===== config.mk =====
export PLATFORM = sky130hd
export DESIGN_NAME = regfile_wr_arbiter_flat
export DESIGN_NICKNAME = d
export VERILOG_FILES = /design/src/rtl/regfile_wr_arbiter_if.sv /design/src/rtl/regfile_wr_arbiter.sv /design/src/flat_wrapper.sv
export SDC_FILE = /design/constraint.sdc
export NUM_CORES = 1
export LEC_CHECK = 0
export ABC_AREA = 1
export CORE_UTILIZATION = 35
export DETAILED_ROUTE_END_ITERATION = 6
export GPL_TIMING_DRIVEN = 0
export PLACE_DENSITY = 0.68
export RECOVER_POWER = 25
export SLEW_MARGIN = 20
export SYNTH_ARGS = -nofsm -noshare
export SYNTH_HDL_FRONTEND = slang
export SYNTH_SLANG_ARGS = --single-unit

===== constraint.sdc =====
create_clock -name clk -period 1.3 [get_ports clk]
set_input_delay 0.195 -clock clk [delete_from_list [all_inputs] [get_ports clk]]
set_output_delay 0.195 -clock clk [all_outputs]
set_load 0.05 [all_outputs]

===== src/rtl/regfile_wr_arbiter_if.sv =====
// Write-port arbitration bus: two writeback sources, issue-time reservation,
// hazard query and the registered regfile write port.
interface regfile_wr_arbiter_if #(
  parameter int unsigned DW = 8,
  parameter int unsigned AW = 3
);
  localparam int unsigned NREG = 1 << AW;

  logic            req0_valid;
  logic [AW-1:0]   req0_addr;
  logic [DW-1:0]   req0_data;
  logic            req0_ready;
  logic            req1_valid;
  logic [AW-1:0]   req1_addr;
  logic [DW-1:0]   req1_data;
  logic            req1_ready;
  logic            rsv_valid;
  logic [AW-1:0]   rsv_addr;
  logic [AW-1:0]   chk_a1;
  logic [AW-1:0]   chk_a2;
  logic            hazard;
  logic            we3;
  logic [AW-1:0]   wa3;
  logic [DW-1:0]   wd3;
  logic [NREG-1:0] pending;

  // Producer / pipeline side
  modport master (
    output req0_valid, req0_addr, req0_data,
    input  req0_ready,
    output req1_valid, req1_addr, req1_data,
    input  req1_ready,
    output rsv_valid, rsv_addr, chk_a1, chk_a2,
    input  hazard, we3, wa3, wd3, pending
  );

  // Arbiter side
  modport slave (
    input  req0_valid, req0_addr, req0_data,
    output req0_ready,
    input  req1_valid, req1_addr, req1_data,
    output req1_ready,
    input  rsv_valid, rsv_addr, chk_a1, chk_a2,
    output hazard, we3, wa3, wd3, pending
  );
endinterface


===== src/rtl/regfile_wr_arbiter.sv =====
// Round-robin arbiter sharing the regfile write port between ALU and load writeback,
// with a pending-write scoreboard and read-after-write hazard detection.
module regfile_wr_arbiter #(
  parameter int unsigned DW = 8,
  parameter int unsigned AW = 3
) (
  input logic                clk,
  input logic                rst,
  regfile_wr_arbiter_if.slave bus
);
  localparam int unsigned NREG = 1 << AW;

  typedef enum logic {
    RR_REQ0 = 1'b0,
    RR_REQ1 = 1'b1
  } rr_e;

  rr_e             rr, rr_nxt;
  logic            grant0, grant1, xfer;
  logic [AW-1:0]   xaddr;
  logic [DW-1:0]   xdata;
  logic [NREG-1:0] pending_q, pending_nxt;
  logic            we3_q;
  logic [AW-1:0]   wa3_q;
  logic [DW-1:0]   wd3_q;
  logic            hz1, hz2;

  // Arbitration state register
  always_ff @(posedge clk or negedge rst) begin
    if (!rst) rr <= RR_REQ0;
    else      rr <= rr_nxt;
  end

  // Grant selection, round-robin update and scoreboard next state
  always_comb begin
    grant0      = 1'b0;
    grant1      = 1'b0;
    rr_nxt      = rr;
    xaddr       = '0;
    xdata       = '0;
    pending_nxt = pending_q;

    if (bus.req0_valid && bus.req1_valid) begin
      if (rr == RR_REQ0) grant0 = 1'b1;
      else               grant1 = 1'b1;
    end else begin
      grant0 = bus.req0_valid;
      grant1 = bus.req1_valid;
    end

    if (grant0) begin
      rr_nxt = RR_REQ1;
      xaddr  = bus.req0_addr;
      xdata  = bus.req0_data;
    end else if (grant1) begin
      rr_nxt = RR_REQ0;
      xaddr  = bus.req1_addr;
      xdata  = bus.req1_data;
    end

    // Clear first so a same-edge reservation of the same register wins
    if (xfer) pending_nxt[xaddr] = 1'b0;
    if (bus.rsv_valid && (bus.rsv_addr != '0)) pending_nxt[bus.rsv_addr] = 1'b1;
  end

  assign xfer = grant0 | grant1;

  // Registered write port and scoreboard
  always_ff @(posedge clk or negedge rst) begin
    if (!rst) begin
      we3_q     <= 1'b0;
      wa3_q     <= '0;
      wd3_q     <= '0;
      pending_q <= '0;
    end else begin
      we3_q     <= xfer && (xaddr != '0);
      pending_q <= pending_nxt;
      if (xfer) begin
        wa3_q <= xaddr;
        wd3_q <= xdata;
      end
    end
  end

  // In-flight term covers the cycle between scoreboard clear and regfile update
  always_comb begin
    hz1 = (bus.chk_a1 != '0) &&
          (pending_q[bus.chk_a1] || (we3_q && (wa3_q == bus.chk_a1)));
    hz2 = (bus.chk_a2 != '0) &&
          (pending_q[bus.chk_a2] || (we3_q && (wa3_q == bus.chk_a2)));
  end

  assign bus.req0_ready = grant0;
  assign bus.req1_ready = grant1;
  assign bus.hazard     = hz1 | hz2;
  assign bus.we3        = we3_q;
  assign bus.wa3        = wa3_q;
  assign bus.wd3        = wd3_q;
  assign bus.pending    = pending_q;

endmodule

===== src/flat_wrapper.sv =====
// flat-port wrapper written by rule: the top's interface ports become plain ports
module regfile_wr_arbiter_flat 
#(
  parameter int unsigned DW = 8,
  parameter int unsigned AW = 3
)
  (clk, rst, bus_req0_valid, bus_req0_addr, bus_req0_data, bus_req0_ready, bus_req1_valid, bus_req1_addr, bus_req1_data, bus_req1_ready, bus_rsv_valid, bus_rsv_addr, bus_chk_a1, bus_chk_a2, bus_hazard, bus_we3, bus_wa3, bus_wd3, bus_pending);
  regfile_wr_arbiter_if #(.DW(DW), .AW(AW)) bus_i ();
  input logic clk;
  input logic rst;
  input wire logic [$bits(bus_i.req0_valid)-1:0] bus_req0_valid;
  input wire logic [$bits(bus_i.req0_addr)-1:0] bus_req0_addr;
  input wire logic [$bits(bus_i.req0_data)-1:0] bus_req0_data;
  output wire logic [$bits(bus_i.req0_ready)-1:0] bus_req0_ready;
  input wire logic [$bits(bus_i.req1_valid)-1:0] bus_req1_valid;
  input wire logic [$bits(bus_i.req1_addr)-1:0] bus_req1_addr;
  input wire logic [$bits(bus_i.req1_data)-1:0] bus_req1_data;
  output wire logic [$bits(bus_i.req1_ready)-1:0] bus_req1_ready;
  input wire logic [$bits(bus_i.rsv_valid)-1:0] bus_rsv_valid;
  input wire logic [$bits(bus_i.rsv_addr)-1:0] bus_rsv_addr;
  input wire logic [$bits(bus_i.chk_a1)-1:0] bus_chk_a1;
  input wire logic [$bits(bus_i.chk_a2)-1:0] bus_chk_a2;
  output wire logic [$bits(bus_i.hazard)-1:0] bus_hazard;
  output wire logic [$bits(bus_i.we3)-1:0] bus_we3;
  output wire logic [$bits(bus_i.wa3)-1:0] bus_wa3;
  output wire logic [$bits(bus_i.wd3)-1:0] bus_wd3;
  output wire logic [$bits(bus_i.pending)-1:0] bus_pending;
  assign bus_i.req0_valid = bus_req0_valid;
  assign bus_i.req0_addr = bus_req0_addr;
  assign bus_i.req0_data = bus_req0_data;
  assign bus_req0_ready = bus_i.req0_ready;
  assign bus_i.req1_valid = bus_req1_valid;
  assign bus_i.req1_addr = bus_req1_addr;
  assign bus_i.req1_data = bus_req1_data;
  assign bus_req1_ready = bus_i.req1_ready;
  assign bus_i.rsv_valid = bus_rsv_valid;
  assign bus_i.rsv_addr = bus_rsv_addr;
  assign bus_i.chk_a1 = bus_chk_a1;
  assign bus_i.chk_a2 = bus_chk_a2;
  assign bus_hazard = bus_i.hazard;
  assign bus_we3 = bus_i.we3;
  assign bus_wa3 = bus_i.wa3;
  assign bus_wd3 = bus_i.wd3;
  assign bus_pending = bus_i.pending;
  regfile_wr_arbiter #(.DW(DW), .AW(AW)) u_core (.clk(clk), .rst(rst), .bus(bus_i));
endmodule

==> summary.md, run 1 <==
| Metric | Value |
|---|---|
| Status | finished with violations |
| Failing checks | setup timing |
| R2R depth | 7 |
| Core area | 3360 um^2 |
| Filler instances | 342 |
| Final Util | 0.606 |
| Share of cells above drive strength 1 | 0.299 |
| Critical hold path startpoint | bus_req1_data[2] |
| Switching part of the total | 0.439 |
| Boundary pin count | 59 |
| Syn Inst Count | 181 |
| Reg clk slew, reported paths | 0.11 ns |
| Cts bufs inserted | 3 |
| Detailed Place HPWL | 2.57 mm |
| Fmax | 635 MHz |
| Crit share post-route | 1.21 |
| Setup violators final | 3 |
| Die Width | 61.3 um |
| Layout area overhead | 65.7% |
| Slack of the critical path | -0.275 ns |
| Combinational fraction of design power | 0.481 |
| Setup TNS | -0.386 ns |
| Vias/cell | 4.77 |
| CTS tree | built |
| Setup repair after global routing missed its margin | true |
| Slew Limit Fails | 0 |
| Antenna Nets Post-Route | 0 |
| Rows | 21 |
| GR Util All Layers | 0.184 |
| Clock skew | 0.00344 ns |
| Cell Area, Synth | 1230 um^2 |
| Global-route wire length before repair | 5.12 mm |
| Sequential area share after synthesis | 0.427 |
| Crit. Startpoint | u_core.bus.wa3[1] |
| Via count | 1416 |
| Root buf cell | clkbuf_4 |
| CTS Sinks | 21 |
| DRT Wirelength | 3.36 mm |
| Placer Congestion | 0.798 |
| Nets@finish | 288 |
| Hold Fails Final Rpt | 0 |
| Largest net degree at the start of global routing | 22 |
| WS Path Type | reg -> out |
| Overflow after GRT | 0 |
| Int Power | 1.24 mW |
| Pre-CTS worst setup slack | -1.12 ns |
| Worst-Skew Late Latency | 0.29 ns |
| Vias in the first global route | 1247 |
| Syn Nets | 217 |
| Hold Path Stages | 3 |
| Flops & latches, synth | 21 |
| Tightest Pin Transition | 0.936 ns |
| Sw power | 0.972 mW |
| Synth cell types | 14 |
| Worst EP required | 1.11 ns |
| VDD IR-drop max | 0.000504 V |
| Area leader, netlist | dfrtp_1 |
| Power per standard cell area | 1090 nW/um^2 |
| CTS Buffer Depth | 2 |
| DRC viols | 0 |
| Die area | 3760 um^2 |
| Hold Path Class | in -> reg |
| Max Cap Viol | 0 |
| DR pass1 iterations | 4 |
| Critical R2R Launch | u_core.rr |
| Max FO, Critical Path | 4 |
| Initial core utilization | 0.366 |
| Endpoint type of the worst setup path | primary output |
| Max transition margin | 0.374 |
| Crit path launch type | flip-flop |
| H-tree depth | 1 |
| Top cells by area, synth | dfrtp_1 43%, nand2_1 23%, nand3_1 14% |
| Starting DRT DRC Count | 52 |
| Clk pwr share | 0.134 |
| Syn_area_per_cell | 6.80 um^2 |
| Crit path DAT | 1.38 ns |
| Routed WL per cell | 11.3 um |
| Die height | 61.3 um |
| Sequential share of power | 0.385 |
| Synth top area share | 0.427 |
| Tmin final | 1.57 ns |
| Lkg Pwr | 0.990 nW |
| Hold buffers post-CTS | 0 |
| Antenna violations before repair | 0 |
| Synthesis Warnings | 0 |
| # diodes | 0 |
| Buffers on Ports | 58 |
cell type report:
type	instances	area, um^2	area share
Clock buffer	4	26.3	0.0129
Inverter	20	85.1	0.0417
Multi-Input combinational cell	140	724	0.355
Sequential cell	21	541	0.265
Tap cell	46	57.6	0.0282
Timing Repair Buffer	66	606	0.297
critical path: stages (launching register included):
cell,delay [ns]
dfrtp_2,0.44
inv_2,0.07
nand2_1,0.04
nand2_1,0.06
nor2_1,0.04
nand2_1,0.06
nand3_1,0.08
nand2_2,0.10
nand2_4,0.05
buf_8,0.14
placed cells by master (no fill, tap or decap), types with 4 or more instances in the layout:
cell type         n
dfrtp_2          12
nor2_1           10
nand3_2           5
inv_2             7
clkdlybuf4s15_2   9
buf_4             7
nand2_1          71
inv_1            10
buf_2             9
dlygate4sd2_1     8
nand2_2           5
nand4_1           6
nand3_1          27
clkdlybuf4s50_1  26
nand2_4           4
dfrtp_1           9
power groups by stage:
stage | combinational, mW | clock, mW | sequential, mW
global placement | 1.04 | 0 | 0.864
finish | 1.06 | 0.298 | 0.852
CTS | 1.07 | 0.315 | 0.854
floorplan | 0.314 | 0 | 1.18
detailed placement | 1.05 | 0 | 0.865
global route | 1.15 | 0.336 | 0.869
logic make-up (layout without fill, tap and decap cells):
logic type      after synthesis  after routing  synth area share
simple gates                133            133             0.473
flops                        21             21             0.427
buf+inv                      20             90            0.0610
compound gates                7              7            0.0396
Yosys cell counts:
cell type,count
nand2_1,75
dfrtp_1,21
nand2_2,6
or2_0,1
nor2_1,10
o21ai_0,3
nand3_1,34
o22ai_1,2
o21ai_1,1
inv_2,2
nor2_4,1
inv_1,18
nand4_1,6
o21ai_4,1
path summary, 6_finish.rpt:
path	slack, ns	end
min reg2reg	0.51	u_core.bus.wd3[2]
max reg2reg	0	u_core.bus.pending[3]
max in group asynchronous	0.19	u_core.bus.pending[6]
max	-0.27	bus_hazard
min	0.45	u_core.bus.wd3[2]
min in group asynchronous	0.48	u_core.bus.wd3[2]
stage by stage:
stage	cells	cell area, um^2	hold slack, ns	power [mW]
finish	297	2040	0.447	2.21
global route	297	2040	0.458	2.35
CTS	294	2010	0.438	2.23
detailed placement	285	1890	0.489	1.91
global placement	285	1890	0.479	1.91
floorplan	181	1250	-0.101	1.50
registers in the layout (all words and copies together), names as in the netlist:
register,count
u_core.bus.we3,1
u_core.bus.wa3,3
u_core.bus.wd3,8
u_core.bus.pending,8
u_core.rr,1
routing by layer:
metal / track usage / wire length (um) / share of wire / vias up
li1: - / - / - / 723
met1: 0.209 / 1420 / 0.42 / 644
met2: 0.348 / 1710 / 0.51 / 45
met3: 0.0336 / 188 / 0.056 / 4
met4: 0.0584 / 34 / 0.010 / 0
met5: 0 / 0 / 0 / -
timing repair:
item / in CTS / in global routing
resized for setup: 103 / 38
setup buffers: 5 / 3
setup endpoints to repair: 29 / 23
pin swaps: 6 / 9
No activity file was read; power rests on OpenSTA's default activity.
==> inputs of run 2 (changes only) <==
- PLACE_DENSITY: 0.68 -> 0.66
==> summary.md, run 2 (synthesis results as in run 1) <==
| Metric | Value |
|---|---|
| Most frequent cells in the layout | 70 x nand2_1, 27 x clkdlybuf4s50_1, 26 x nand3_1 |
| DRC viols | 0 |
| Max Cap Viol | 0 |
| Core area | 3360 um^2 |
| WS Path Type | in -> out |
| CTS tree | built |
| CTS Sinks | 21 |
| Slew Limit Fails | 0 |
| Rows | 21 |
| Slack of the critical path | -0.304 ns |
| Setup repair after global routing missed its margin | true |
| Initial core utilization | 0.366 |
| Hold Path Class | in -> async |
| Share of cells above drive strength 1 | 0.310 |
| Pwr Total | 2.24 mW |
| Register Area | 541 um^2 |
| Most common cell after layout, fill and taps aside | nand2_1 |
| Fin cells | 301 |
| Global-route wire length before repair | 5.66 mm |
| Buffers on Ports | 58 |
| Starting DRT DRC Count | 58 |
| Boundary pin count | 59 |
| VDD IR-drop max | 0.000541 V |
| Hold Fails Final Rpt | 0 |
| Largest net degree at the start of global routing | 22 |
| DRT Wirelength | 3.49 mm |
| DR pass1 iterations | 4 |
| Clock skew | 0.00827 ns |
| Reg clk slew, reported paths | 0.12 ns |
| Via count | 1423 |
| Die area | 3760 um^2 |
| Worst EP required | 1.11 ns |
| Multi-input logic area | 708 um^2 |
| Fmax | 624 MHz |
| # diodes | 0 |
| Die height | 61.3 um |
| Max transition margin | 0.647 |
| CTS Buffer Depth | 2 |
| Tmin final | 1.60 ns |
| Die Width | 61.3 um |
| Filler instances | 348 |
| Placer Congestion | 0.778 |
| Antenna violations before repair | 0 |
| Max FO, Critical Path | 5 |
| Routed WL per cell | 11.6 um |
| Crit path DAT | 1.41 ns |
| Antenna Nets Post-Route | 0 |
| Vias in the first global route | 1338 |
| R2R depth | 6 |
| Layout area overhead | 66.7% |
| Status | finished with violations |
| Endpoint type of the worst setup path | primary output |
| Root buf cell | clkbuf_4 |
| Failing checks | setup timing |
| Placed insts | 285 |
| Vias/cell | 4.73 |
| Crit share post-route | 1.23 |
| R2r setup slk | 0.04 ns |
| Tightest Pin Transition | 0.530 ns |
| RR Endpoint | u_core.bus.pending[6] |
| Lkg Pwr | 1.01 nW |
| Nets@finish | 292 |
| Power per standard cell area | 1090 nW/um^2 |
| Overflow after GRT | 0 |
| H-tree depth | 1 |
| Cts bufs inserted | 3 |
| Worst-Skew Late Latency | 0.30 ns |
| Detailed Place HPWL | 2.66 mm |
| GR Util All Layers | 0.208 |
| Setup violators final | 5 |
| Crit path launch type | input pin |
| Critical R2R Launch | u_core.rr |
## run 2: changes by cell type in the layout (fill, tap and decap cells not counted), moves of 2 or more
| cell | previous run | this run |
|---|---|---|
| clkdlybuf4s15_2 | 9 | 7 |
| nand3_4 | 2 | 0 |
| nand3_2 | 5 | 8 |
| buf_4 | 7 | 10 |
## run 2: cell type report
type                            count  area share
Clock buffer                        4      0.0128
Multi-Input combinational cell    140       0.345
Tap cell                           46      0.0280
Inverter                           20      0.0415
Sequential cell                    21       0.263
Timing Repair Buffer               70       0.309
## run 2: worst max-delay path by stage
| stage | start | endpoint | slack [ns] |
|---|---|---|---|
| 2_1_floorplan | u_core.bus.wa3[2] | bus_hazard | -0.007 |
| 3_3_place_gp | bus_chk_a1[0] | bus_hazard | -1.09 |
| 3_5_place_dp | bus_chk_a1[0] | bus_hazard | -1.13 |
| 4_1_cts | u_core.bus.wa3[0] | bus_hazard | -0.33 |
| 5_1_grt | u_core.bus.wa3[1] | bus_hazard | -0.43 |
| 6_report | bus_chk_a2[1] | bus_hazard | -0.30 |
## run 2: worst max-delay path: stages
cell             delay [ns]
clkdlybuf4s50_1        0.56
inv_1                  0.11
nand3_1                0.09
nand3_1                0.07
nand3_1                0.10
nand2_2                0.07
nand2_4                0.07
buf_8                  0.14
## run 2: report_power, final
part           switching, mW  total [mW]  internal [mW]  leakage [nW]
registers             0.0904       0.852          0.761         0.239
logic                  0.703        1.07          0.369         0.757
clock network          0.199       0.319          0.120        0.0150
total                  0.992        2.24           1.25          1.01
## run 2: timing repair
| item | CTS | global route |
|---|---|---|
| setup buffers | 4 | 7 |
| pin swaps | 7 | 7 |
| endpoints found under the setup margin | 24 | 21 |
| gates resized for setup | 104 | 31 |
| hold buffers | 0 | 1 |
| hold endpoints to repair | 0 | 21 |
## run 2: per-layer routing
metal / track usage / share of wire / up-vias / wire [um]
li1: - / - / 734 / -
met4: 0.0682 / 0.0052 / 0 / 18
met5: 0 / 0 / - / 0
met2: 0.393 / 0.50 / 50 / 1760
met1: 0.229 / 0.42 / 637 / 1470
met3: 0.0462 / 0.070 / 2 / 243
## run 2: metrics by stage
| stage | instance area, um^2 | utilization | worst slack, ns | setup TNS, ns | hold WS (ns) |
|---|---|---|---|---|---|
| final | 2050 | 0.610 | -0.304 | -0.724 | 0.386 |
| after CTS | 1990 | 0.592 | -0.327 | -0.783 | 0.426 |
| after detailed placement | 1890 | 0.563 | -1.13 | -11.98 | 0.485 |
| after floorplan | 1250 | - | -0.00658 | -0.00658 | -0.101 |
| after global routing | 2050 | 0.610 | -0.431 | -1.27 | 0.422 |
| after global placement | 1890 | 0.563 | -1.09 | -11.08 | 0.480 |
==> inputs of run 3 (changes only) <==
- ABC_AREA: 1 -> default
- CTS_CLUSTER_DIAMETER: default -> 40
==> summary.md, run 3 <==
| Metric | Value |
|---|---|
| Crit. Startpoint | u_core.bus.pending[5] |
| Area leader, netlist | dfrtp_1 |
| Max FO, Critical Path | 4 |
| Detailed Place HPWL | 2.80 mm |
| Global-route wire length before repair | 6.11 mm |
| Endpoint type of the worst setup path | primary output |
| Placed Area | 2000 um^2 |
| Switching part of the total | 0.437 |
| Tmin final | 2.09 ns |
| Die height | 61.8 um |
| Synth Area in Compound Gates | 0.204 |
| # diodes | 0 |
| Most frequent cells in the layout | 30 x clkdlybuf4s50_1, 18 x nor2_1, 17 x dfrtp_1 |
| Simple-gate share of the synthesized area | 0.150 |
| Crit path DAT | 1.89 ns |
| Most frequent cells after synthesis | 21 x dfrtp_1, 19 x nor2_1, 9 x nand2_1, 9 x o22ai_1 |
| Die Width | 61.8 um |
| Slack of the critical path | -0.789 ns |
| Critical hold path startpoint | bus_req1_valid |
| Core area | 3390 um^2 |
| Synth Area in Adders | 0 |
| Setup violators final | 12 |
| Worst EP required | 1.11 ns |
| Multiplexer share of the synthesized area | 0.140 |
| Antenna Nets Post-Route | 0 |
| Pre-CTS worst setup slack | -1.22 ns |
| Synth top area share | 0.420 |
| VDD IR-drop max | 0.000639 V |
| Post-route design area | 2220 um^2 |
| Slowest CP cell | mux4_2 |
| Syn Inst Count | 128 |
| Clock skew | 0.00117 ns |
| Combinational fraction of design power | 0.553 |
| Setup repair after global routing missed its margin | true |
| Via count | 1317 |
| Cts bufs inserted | 3 |
| Root buf cell | clkbuf_4 |
| Worst-Skew Late Latency | 0.31 ns |
| Sequential area share after synthesis | 0.420 |
| Crit path launch type | flip-flop |
| Most common cell after layout, fill and taps aside | clkdlybuf4s50_1 |
| Slew Limit Fails | 0 |
| Post-synth ARST share | 1.00 |
| Sequence of cells on the critical path | mux4_2 > a2111oi_4 > o22ai_4 > buf_6 |
| Fmax | 479 MHz |
| Boundary pin count | 59 |
| Synthesis Warnings | 0 |
| Flops & latches, synth | 21 |
| WHS | 0.361 ns |
| Largest family of logic cells by synthesized area | compound AO/OA/AOI/OAI gates |
| Routed WL per cell | 16.0 um |
| DRC viols | 0 |
| Failing checks | setup timing |
| Max Cap Viol | 0 |
| Number of enable flip-flop cells after synthesis | 0 |
| Rows | 21 |
| Antenna violations before repair | 0 |
| Placer Congestion | 0.827 |
| Synth cell types | 25 |
| DR pass1 iterations | 4 |
| Power per standard cell area | 1220 nW/um^2 |
| Starting DRT DRC Count | 56 |
| Lkg Pwr | 0.889 nW |
| GR Util All Layers | 0.223 |
| Nets@finish | 238 |
| Crit-path leading delay family | multiplexers |
| Layout area overhead | 77.4% |
| Share of cells above drive strength 1 | 0.398 |
| CP peak stage delay | 0.48 ns |
| Initial core utilization | 0.369 |
| Overflow after GRT | 0 |
| Die area | 3810 um^2 |
| Top cells by area, synth | dfrtp_1 42%, mux2_2 7.2%, nor2_1 5.7% |
| Int Power | 1.52 mW |
| CTS Buffer Depth | 2 |
| Max transition margin | 0.649 |
| Critical R2R Launch | u_core.rr |
| Synth Flop Type | dfrtp_1 |
| Sequential share of power | 0.327 |
| Status | finished with violations |
| H-tree depth | 1 |
| Syn_area_per_cell | 9.77 um^2 |
| Top-count cell post-synth | dfrtp_1 |
| Placed insts | 229 |
| Syn Nets | 164 |
| DRT Wirelength | 3.95 mm |
| Tightest Pin Transition | 0.527 ns |
| CTS tree | built |
| Buf/Inv on CP | 1 |
| Vias/cell | 5.33 |
| Largest net degree at the start of global routing | 22 |
| Cell Area, Synth | 1250 um^2 |
| Hold Path Class | in -> reg |
| Pwr Total | 2.69 mW |
| Vias in the first global route | 1264 |
| Reg clk slew, reported paths | 0.12 ns |
| Sw power | 1.18 mW |
| Fin cells | 247 |
| WS Path Type | reg -> out |
| Crit share post-route | 1.61 |
| Hold Fails Final Rpt | 0 |
| CTS Sinks | 21 |
| Buffers on Ports | 55 |
| Clk pwr share | 0.120 |
| Post-synthesis xor/xnor area fraction | 0.0420 |
[run 3: cell type report]
cell class / count / area [um^2]
clock buffers: 4 / 26.3
multi-input cells: 96 / 857
repair buffers: 70 / 674
well taps: 46 / 57.6
inverters: 4 / 18.8
plain buffers: 6 / 52.6
flip-flops and latches: 21 / 531
fillers: 277 / 1170
[run 3: power by group through the flow]
stage | Sequential (mW) | Combinational, mW | Clock [mW]
after CTS | 0.878 | 1.41 | 0.333
after detailed placement | 0.902 | 1.34 | 0
after floorplan | 1.25 | 0.508 | 0
after global placement | 0.898 | 1.33 | 0
after global routing | 0.898 | 1.57 | 0.365
final | 0.880 | 1.49 | 0.324
[run 3: logic make-up (layout without fill, tap and decap cells)]
kind of cell / count (synthesis) / count (layout)
and+or+nand+nor: 41 / 41
AOI/OAI and AO/OA: 35 / 35
DFF: 21 / 21
muxes: 14 / 14
buffers and inverters: 11 / 84
xor gates and xnor gates: 6 / 6
[run 3: worst paths after layout]
path                                              end  slack, ns  cells after the start
worst max-delay path                       bus_hazard      -0.79                      4
worst min-delay path                u_core.bus.wa3[1]       0.36                      4
worst max register to register  u_core.bus.pending[4]      -0.22                      7
worst min register to register              u_core.rr       0.58                      2
max in group asynchronous       u_core.bus.pending[5]       0.54                      2
min in group asynchronous       u_core.bus.pending[2]       0.38                      2
[run 3: stage by stage]
step           TNS [ns]   util
2_1_floorplan     -1.73      -
3_3_place_gp     -15.89  0.590
3_5_place_dp     -16.77  0.590
4_1_cts           -2.56  0.632
5_1_grt           -3.33  0.654
6_report          -2.62  0.654
[run 3: worst reg2reg max path: cells and delay by family, from the launching register on]
| kind | cells | cell delay [ns] |
|---|---|---|
| AO/OA/AOI/OAI | 4 | 0.61 |
| buffers and inverters | 3 | 0.37 |
| flip-flops | 1 | 0.42 |
[run 3: repair_timing]
action | CTS | global route
endpoints found under the setup margin | 41 | 24
pin swaps | 12 | 2
endpoints found under the hold margin | 0 | 21
setup buffers | 12 | 2
resized for setup | 116 | 23
hold buffers | 0 | 1
[run 3: per-layer routing]
metal,part of all wire,track usage
met3,0.057,0.0538
met4,0.027,0.0762
met2,0.49,0.361
met1,0.43,0.292
met5,0,0
